<file path="src/rtl/seq_div_pkg.sv">
// Shared types and helpers for the sequential restoring divider.
package seq_div_pkg;

  typedef enum logic [1:0] {
    IDLE = 2'd0,
    RUN  = 2'd1,
    DONE = 2'd2
  } state_t;

  // Step counter width: must hold values 0 .. WIDTH/BITS_PER_CYCLE.
  function automatic int cnt_width(input int width, input int bpc);
    return $clog2(width / bpc + 1);
  endfunction

endpackage

</file>
<file path="src/rtl/div_row.sv">
// One restoring-division step: shift the next dividend bit into the partial
// remainder, subtract the divisor with a ripple of A + ~B + Cin cells, and
// keep the difference when there is no borrow, otherwise restore.
module div_row #(
  parameter int WIDTH = 24
) (
  input  logic [WIDTH-1:0] p_in,
  input  logic             bit_in,
  input  logic [WIDTH-1:0] d,
  output logic [WIDTH-1:0] p_out,
  output logic             q_bit
);

  logic [WIDTH:0]   sh;
  logic [WIDTH:0]   b;
  logic [WIDTH-1:0] diff;
  logic             carry;

  assign sh = {p_in, bit_in};
  assign b  = ~{1'b0, d};

  // Ripple subtract over WIDTH+1 cells; the top cell only contributes its carry
  // because a kept difference is always below the divisor and fits in WIDTH bits.
  always_comb begin
    diff  = '0;
    carry = 1'b1;
    for (int i = 0; i < WIDTH; i++) begin
      diff[i] = sh[i] ^ b[i] ^ carry;
      carry   = (sh[i] & b[i]) | (sh[i] & carry) | (b[i] & carry);
    end
    q_bit = (sh[WIDTH] & b[WIDTH]) | (sh[WIDTH] & carry) | (b[WIDTH] & carry);
    p_out = q_bit ? diff : sh[WIDTH-1:0];
  end

endmodule

</file>
<file path="src/rtl/seq_restoring_div.sv">
// Iterative restoring divider, BITS_PER_CYCLE quotient bits per clock.
// Handshake: a transfer happens on an input edge where in_valid && in_ready,
// and on an output edge where out_valid && out_ready; both ready/valid outputs
// come straight from the state register.
// Optional: define SEQ_DIV_SIGNED_EN for two's-complement operands
// (truncating quotient, remainder carries the dividend's sign).
module seq_restoring_div
  import seq_div_pkg::*;
#(
  parameter int WIDTH          = 24,
  parameter int BITS_PER_CYCLE = 1
) (
  input  logic             clk,
  input  logic             rst,
  input  logic             in_valid,
  output logic             in_ready,
  input  logic [WIDTH-1:0] dividend,
  input  logic [WIDTH-1:0] divisor,
  output logic             out_valid,
  input  logic             out_ready,
  output logic [WIDTH-1:0] quotient,
  output logic [WIDTH-1:0] remainder,
  output logic             div_by_zero
);

  localparam int N     = WIDTH / BITS_PER_CYCLE;
  localparam int CNT_W = cnt_width(WIDTH, BITS_PER_CYCLE);
  localparam logic [CNT_W-1:0] LAST = CNT_W'(N - 1);

  state_t           state_q, state_d;
  logic [WIDTH-1:0] p_q, p_d;       // partial remainder
  logic [WIDTH-1:0] qr_q, qr_d;     // dividend bits in, quotient bits out
  logic [WIDTH-1:0] d_q, d_d;       // divisor magnitude
  logic [CNT_W-1:0] cnt_q, cnt_d;
  logic             dbz_q, dbz_d;   // divide-by-zero flag of the op in flight
  logic [WIDTH-1:0] quo_q, quo_d;
  logic [WIDTH-1:0] rem_q, rem_d;
  logic             dbz_out_q, dbz_out_d;
  logic [WIDTH-1:0] dd_mag;
  logic [WIDTH-1:0] dv_mag;
  logic [WIDTH-1:0] fin_p;
  logic [WIDTH-1:0] fin_q;

`ifdef SEQ_DIV_SIGNED_EN
  logic sq_q, sq_d;   // quotient must be negated
  logic sr_q, sr_d;   // remainder must be negated
  assign dd_mag = dividend[WIDTH-1] ? -dividend : dividend;
  assign dv_mag = divisor[WIDTH-1]  ? -divisor  : divisor;
`else
  assign dd_mag = dividend;
  assign dv_mag = divisor;
`endif

  // Chain of subtract-and-select rows resolving BITS_PER_CYCLE bits per clock.
  for (genvar j = 0; j < BITS_PER_CYCLE; j++) begin : g_stage
    logic [WIDTH-1:0] p_i, q_i, p_o, q_o;
    logic             qb;
    if (j == 0) begin : g_first
      assign p_i = p_q;
      assign q_i = qr_q;
    end else begin : g_next
      assign p_i = g_stage[j-1].p_o;
      assign q_i = g_stage[j-1].q_o;
    end
    div_row #(.WIDTH(WIDTH)) u_row (
      .p_in  (p_i),
      .bit_in(q_i[WIDTH-1]),
      .d     (d_q),
      .p_out (p_o),
      .q_bit (qb)
    );
    assign q_o = {q_i[WIDTH-2:0], qb};
  end

  assign fin_p = g_stage[BITS_PER_CYCLE-1].p_o;
  assign fin_q = g_stage[BITS_PER_CYCLE-1].q_o;

  // State register and datapath flops; reset discards any op in flight.
  always_ff @(posedge clk) begin
    if (rst) begin
      state_q   <= IDLE;
      p_q       <= '0;
      qr_q      <= '0;
      d_q       <= '0;
      cnt_q     <= '0;
      dbz_q     <= 1'b0;
      quo_q     <= '0;
      rem_q     <= '0;
      dbz_out_q <= 1'b0;
`ifdef SEQ_DIV_SIGNED_EN
      sq_q      <= 1'b0;
      sr_q      <= 1'b0;
`endif
    end else begin
      state_q   <= state_d;
      p_q       <= p_d;
      qr_q      <= qr_d;
      d_q       <= d_d;
      cnt_q     <= cnt_d;
      dbz_q     <= dbz_d;
      quo_q     <= quo_d;
      rem_q     <= rem_d;
      dbz_out_q <= dbz_out_d;
`ifdef SEQ_DIV_SIGNED_EN
      sq_q      <= sq_d;
      sr_q      <= sr_d;
`endif
    end
  end

  // Next-state logic.
  always_comb begin
    state_d = state_q;
    case (state_q)
      IDLE:    if (in_valid)        state_d = RUN;
      RUN:     if (cnt_q == LAST)   state_d = DONE;
      DONE:    if (out_ready)       state_d = IDLE;
      default:                      state_d = IDLE;
    endcase
  end

  // Handshake outputs decoded from the registered state only.
  always_comb begin
    in_ready  = (state_q == IDLE);
    out_valid = (state_q == DONE);
  end

  // Datapath: load operands at accept, iterate in RUN, publish on the last step.
  always_comb begin
    p_d       = p_q;
    qr_d      = qr_q;
    d_d       = d_q;
    cnt_d     = cnt_q;
    dbz_d     = dbz_q;
    quo_d     = quo_q;
    rem_d     = rem_q;
    dbz_out_d = dbz_out_q;
`ifdef SEQ_DIV_SIGNED_EN
    sq_d      = sq_q;
    sr_d      = sr_q;
`endif
    case (state_q)
      IDLE: begin
        if (in_valid) begin
          p_d   = '0;
          qr_d  = dd_mag;
          d_d   = dv_mag;
          cnt_d = '0;
          dbz_d = (divisor == '0);
`ifdef SEQ_DIV_SIGNED_EN
          sq_d  = dividend[WIDTH-1] ^ divisor[WIDTH-1];
          sr_d  = dividend[WIDTH-1];
`endif
        end
      end
      RUN: begin
        p_d   = fin_p;
        qr_d  = fin_q;
        cnt_d = cnt_q + CNT_W'(1);
        if (cnt_q == LAST) begin
`ifdef SEQ_DIV_SIGNED_EN
          // A zero divisor keeps the all-ones quotient (-1) unnegated.
          quo_d = (sq_q && !dbz_q) ? -fin_q : fin_q;
          rem_d = sr_q ? -fin_p : fin_p;
`else
          quo_d = fin_q;
          rem_d = fin_p;
`endif
          dbz_out_d = dbz_q;
        end
      end
      default: ;
    endcase
  end

  assign quotient    = quo_q;
  assign remainder   = rem_q;
  assign div_by_zero = dbz_out_q;

endmodule

</file>
<file path="config.mk">
export PLATFORM = sky130hd
export DESIGN_NAME = seq_restoring_div
export DESIGN_NICKNAME = d
export VERILOG_FILES = /design/src/rtl/seq_div_pkg.sv /design/src/rtl/div_row.sv /design/src/rtl/seq_restoring_div.sv
export SDC_FILE = /design/constraint.sdc
export NUM_CORES = 1
export LEC_CHECK = 0
export ABC_AREA = 1
export CAP_MARGIN = 20
export CORE_MARGIN = 5
export CORE_UTILIZATION = 40
export CTS_CLUSTER_DIAMETER = 80
export DETAILED_ROUTE_END_ITERATION = 10
export GPL_ROUTABILITY_DRIVEN = 1
export PLACE_DENSITY = 0.63
export RECOVER_POWER = 25
export SLEW_MARGIN = 20
export SYNTH_ARGS = -nofsm -noshare
export SYNTH_HDL_FRONTEND = slang
export SYNTH_HIERARCHICAL = 1
export SYNTH_SLANG_ARGS = --single-unit
</file>
<file path="constraint.sdc">
create_clock -name clk -period 10.2 [get_ports clk]
set_input_delay 2.55 -clock clk [delete_from_list [all_inputs] [get_ports clk]]
set_output_delay 2.55 -clock clk [all_outputs]
set_load 0.1 [all_outputs]
</file>
==> flow_summary.yaml <==
sta:
  finalSetupViolCount: 0
  fin_ws_ps: 320.4
  tns_ps: 0
  hold_viol: 0
  worst_pin_slew_ps: 1623
  finalCritPeriodShare: 0.9686
  period_needed_ps: 9880
  fmax_mhz: 101.2
  slew_violations: 49
  finClkSkew_ps: 9.038
  relSlewSlack: -0.08291
min_path:
  hold_path.startpoint: "remainder[1]"
  whs_path_depth: 2
  hold_path_end: "remainder[1]"
  hold_path_class: "flop to flop"
synth:
  synth_area_leaders: "dfxtp_1 45%, nand2_1 11%, nor2_1 11%, o21ai_0 8.4%, fa_1 7.9%"
  yosysSeqAreaShare: 0.4453
  avgSynthCellArea_sq_um: 7.464
  ys_types: 27
  synth_warnings: 6
  ys_ff_latch: 129
  synthesis.area_sq_um: 5799
  synth_top_area_share: 0.4453
  synth_cells: 777
  synth_top_area_cell: "dfxtp_1"
  synth_nets: 854
routing:
  via_per_inst: 4.888
  routed_wl_mm: 14.85
  drt_iter0_markers: 359
  ant_nets: 0
  post_drt_wl_per_cell_microns: 14.04
  first_pass_iters: 4
  routed-via-count: 5171
  drc: 0
grt:
  grt_pass1_wl_mm: 24.38
  grt_overflow: 0
  first_global_vias: 4939
  antenna_found_initial: 0
  grt_max_degree: 51
  grtUsageTotal: 0.1816
cts:
  cts_tree: "done"
  cts_max_level: 4
  clk_pin_slew_ps: 50
  insertion_delay_ps: 410
  cts_hold_buf: 0
  cts_buffers: 17
  cts-root-buf: "clkbuf_16"
  clock_path_buffers: 2
  cts_sinks: 129
final_layout:
  antenna_cells: 0
  final_common_cell: "nand2_1"
  syn_to_final_growth_pct: 29.32
  final_cell_mix: "178 x nand2_1, 168 x nor2_1, 129 x dfxtp_1"
  drive_gt1_frac: 0.06865
  nNetsFinal: 939
  fin_cells: 1058
place:
  pre_cts_ws_ps: -38.30
  dp_cells: 1023
  gp_routability_congestion: 0.7893
  hpwl_mm: 9.221
  io_buffers: 102
floorplanning:
  die_area_sq_um: 17010
  start_util: 0.4036
  die_h_microns: 130.4
  rows: 44
  pin_count: 103
  die_w_microns: 130.4
  core-area_sq_um: 14370
setup_path:
  cpMaxStageDelayCell: "fa_1"
  critPathMostFrequentCell: "fa_1"
  worstPathArrival_ps: 10180
  worstReg2RegEnd: "remainder[15]"
  r2r_start: "g_stage[0].q_i[23]"
  cp_max_fo: 13
  r2r_cells: 32
  crit_buf_inv: 3
  worst-r2r-setup-slack_ps: 320
  cp-end-kind: "flop"
  required_ps: 10500
  cp-start-kind: "flop"
  critical_path.top_delay_family: "adder cells"
  crit_type: "flop to flop"
  crit_path_max_incr_delay_ps: 400
run:
  cap_violations: 1
pwr:
  power.density_nw_per_um2: 183.0
  ir_worst_vdd_uv: 87.92
  p_leak_nw: 2.846
  p_total_mw: 1.372
outcome:
  outcome: "finished, violations left"
  failed_checks: "max-capacitance violations, max-slew violations"
-- per-stage QoR --
stage | utilization | cell area (sq um) | hold WS, ps
after floorplan | - | 5799 | 447.9
after detailed placement | 0.4753 | 6829 | 470.9
after global routing | 0.5219 | 7500 | 496.7
after CTS | 0.5200 | 7472 | 479.9
final | 0.5219 | 7500 | 466.3
after global placement | 0.4739 | 6809 | 462.1
-- report_power, final --
part,switching (mW),internal [mW]
combinational,0.132,0.0981
clock,0.206,0.390
sequential,0.0197,0.527
-- registers in the layout (all words and copies together), names as in the netlist --
signal,flops
remainder,24
g_stage.p_i,24
g_stage.q_i,24
dbz_q,1
d_q,24
state_q,2
div_by_zero,1
cnt_q,5
quotient,24
-- worst max path at each step --
stage | from | end | slack (ps) | cells after the start
final | g_stage[0].q_i[23] | remainder[15] | 320 | 32
after CTS | g_stage[0].q_i[23] | g_stage[0].p_i[11] | 50 | 31
after global routing | g_stage[0].q_i[23] | remainder[1] | -0.6 | 31
after floorplan | g_stage[0].q_i[23] | remainder[11] | 350 | 32
after detailed placement | g_stage[0].q_i[23] | g_stage[0].p_i[12] | -40 | 31
after global placement | g_stage[0].q_i[23] | remainder[4] | 90 | 31
-- cells by family (layout without fill, tap and decap cells) --
family	after synthesis	in the layout	synth area share
flip-flops	129	129	0.4453
buffers and inverters	109	205	0.08953
AO/OA/AOI/OAI	159	159	0.1443
adder cells (fa/ha/maj)	25	25	0.08371
AND/OR/NAND/NOR	355	356	0.2371
-- worst register-to-register path, delay by kind of cell, from the launching register on --
kind,cells,cell delay (ps)
AO/OA/AOI/OAI,1,200
adder cells (fa/ha/maj),24,8630
buffers and inverters,3,270
flip-flops,1,320
AND/OR/NAND/NOR,4,360
-- Yosys cell counts, drive strengths merged --
cell type,number
nand2,180
nor2,172
dfxtp,129
o21ai,104
inv,61
a21oi,29
buf,26
a31oi,23
fa,23
clkbuf,21
ha,2
nand3,2
a211oi,1
a22oi,1
clkinv,1
nand4,1
o211ai,1
-- metal layers --
layer  global-route usage  part of all wire  up-vias
met1               0.2429              0.48     2416
li1                     -                 -     2622
met4              0.06836             0.017        0
met2               0.2903              0.46      113
met5                    0                 0        -
met3              0.03862             0.042       20
-- timing repair --
action	CTS	global route
cloned	2	0
pin swaps	4	4
gates resized for setup	7	6
setup buffers	0	2
setup endpoints to repair	38	50
-- area by class of cell --
cell class,count,area [sq um]
fillers,1413,6869
multi-input cells,540,2734
flip-flops and latches,129,2582
repair buffers,112,1136
clock buffers,26,509.2
inverters,62,232.7
well taps,184,230.2
clock inverters,5,75.07
(Power assumes the default switching activity.)
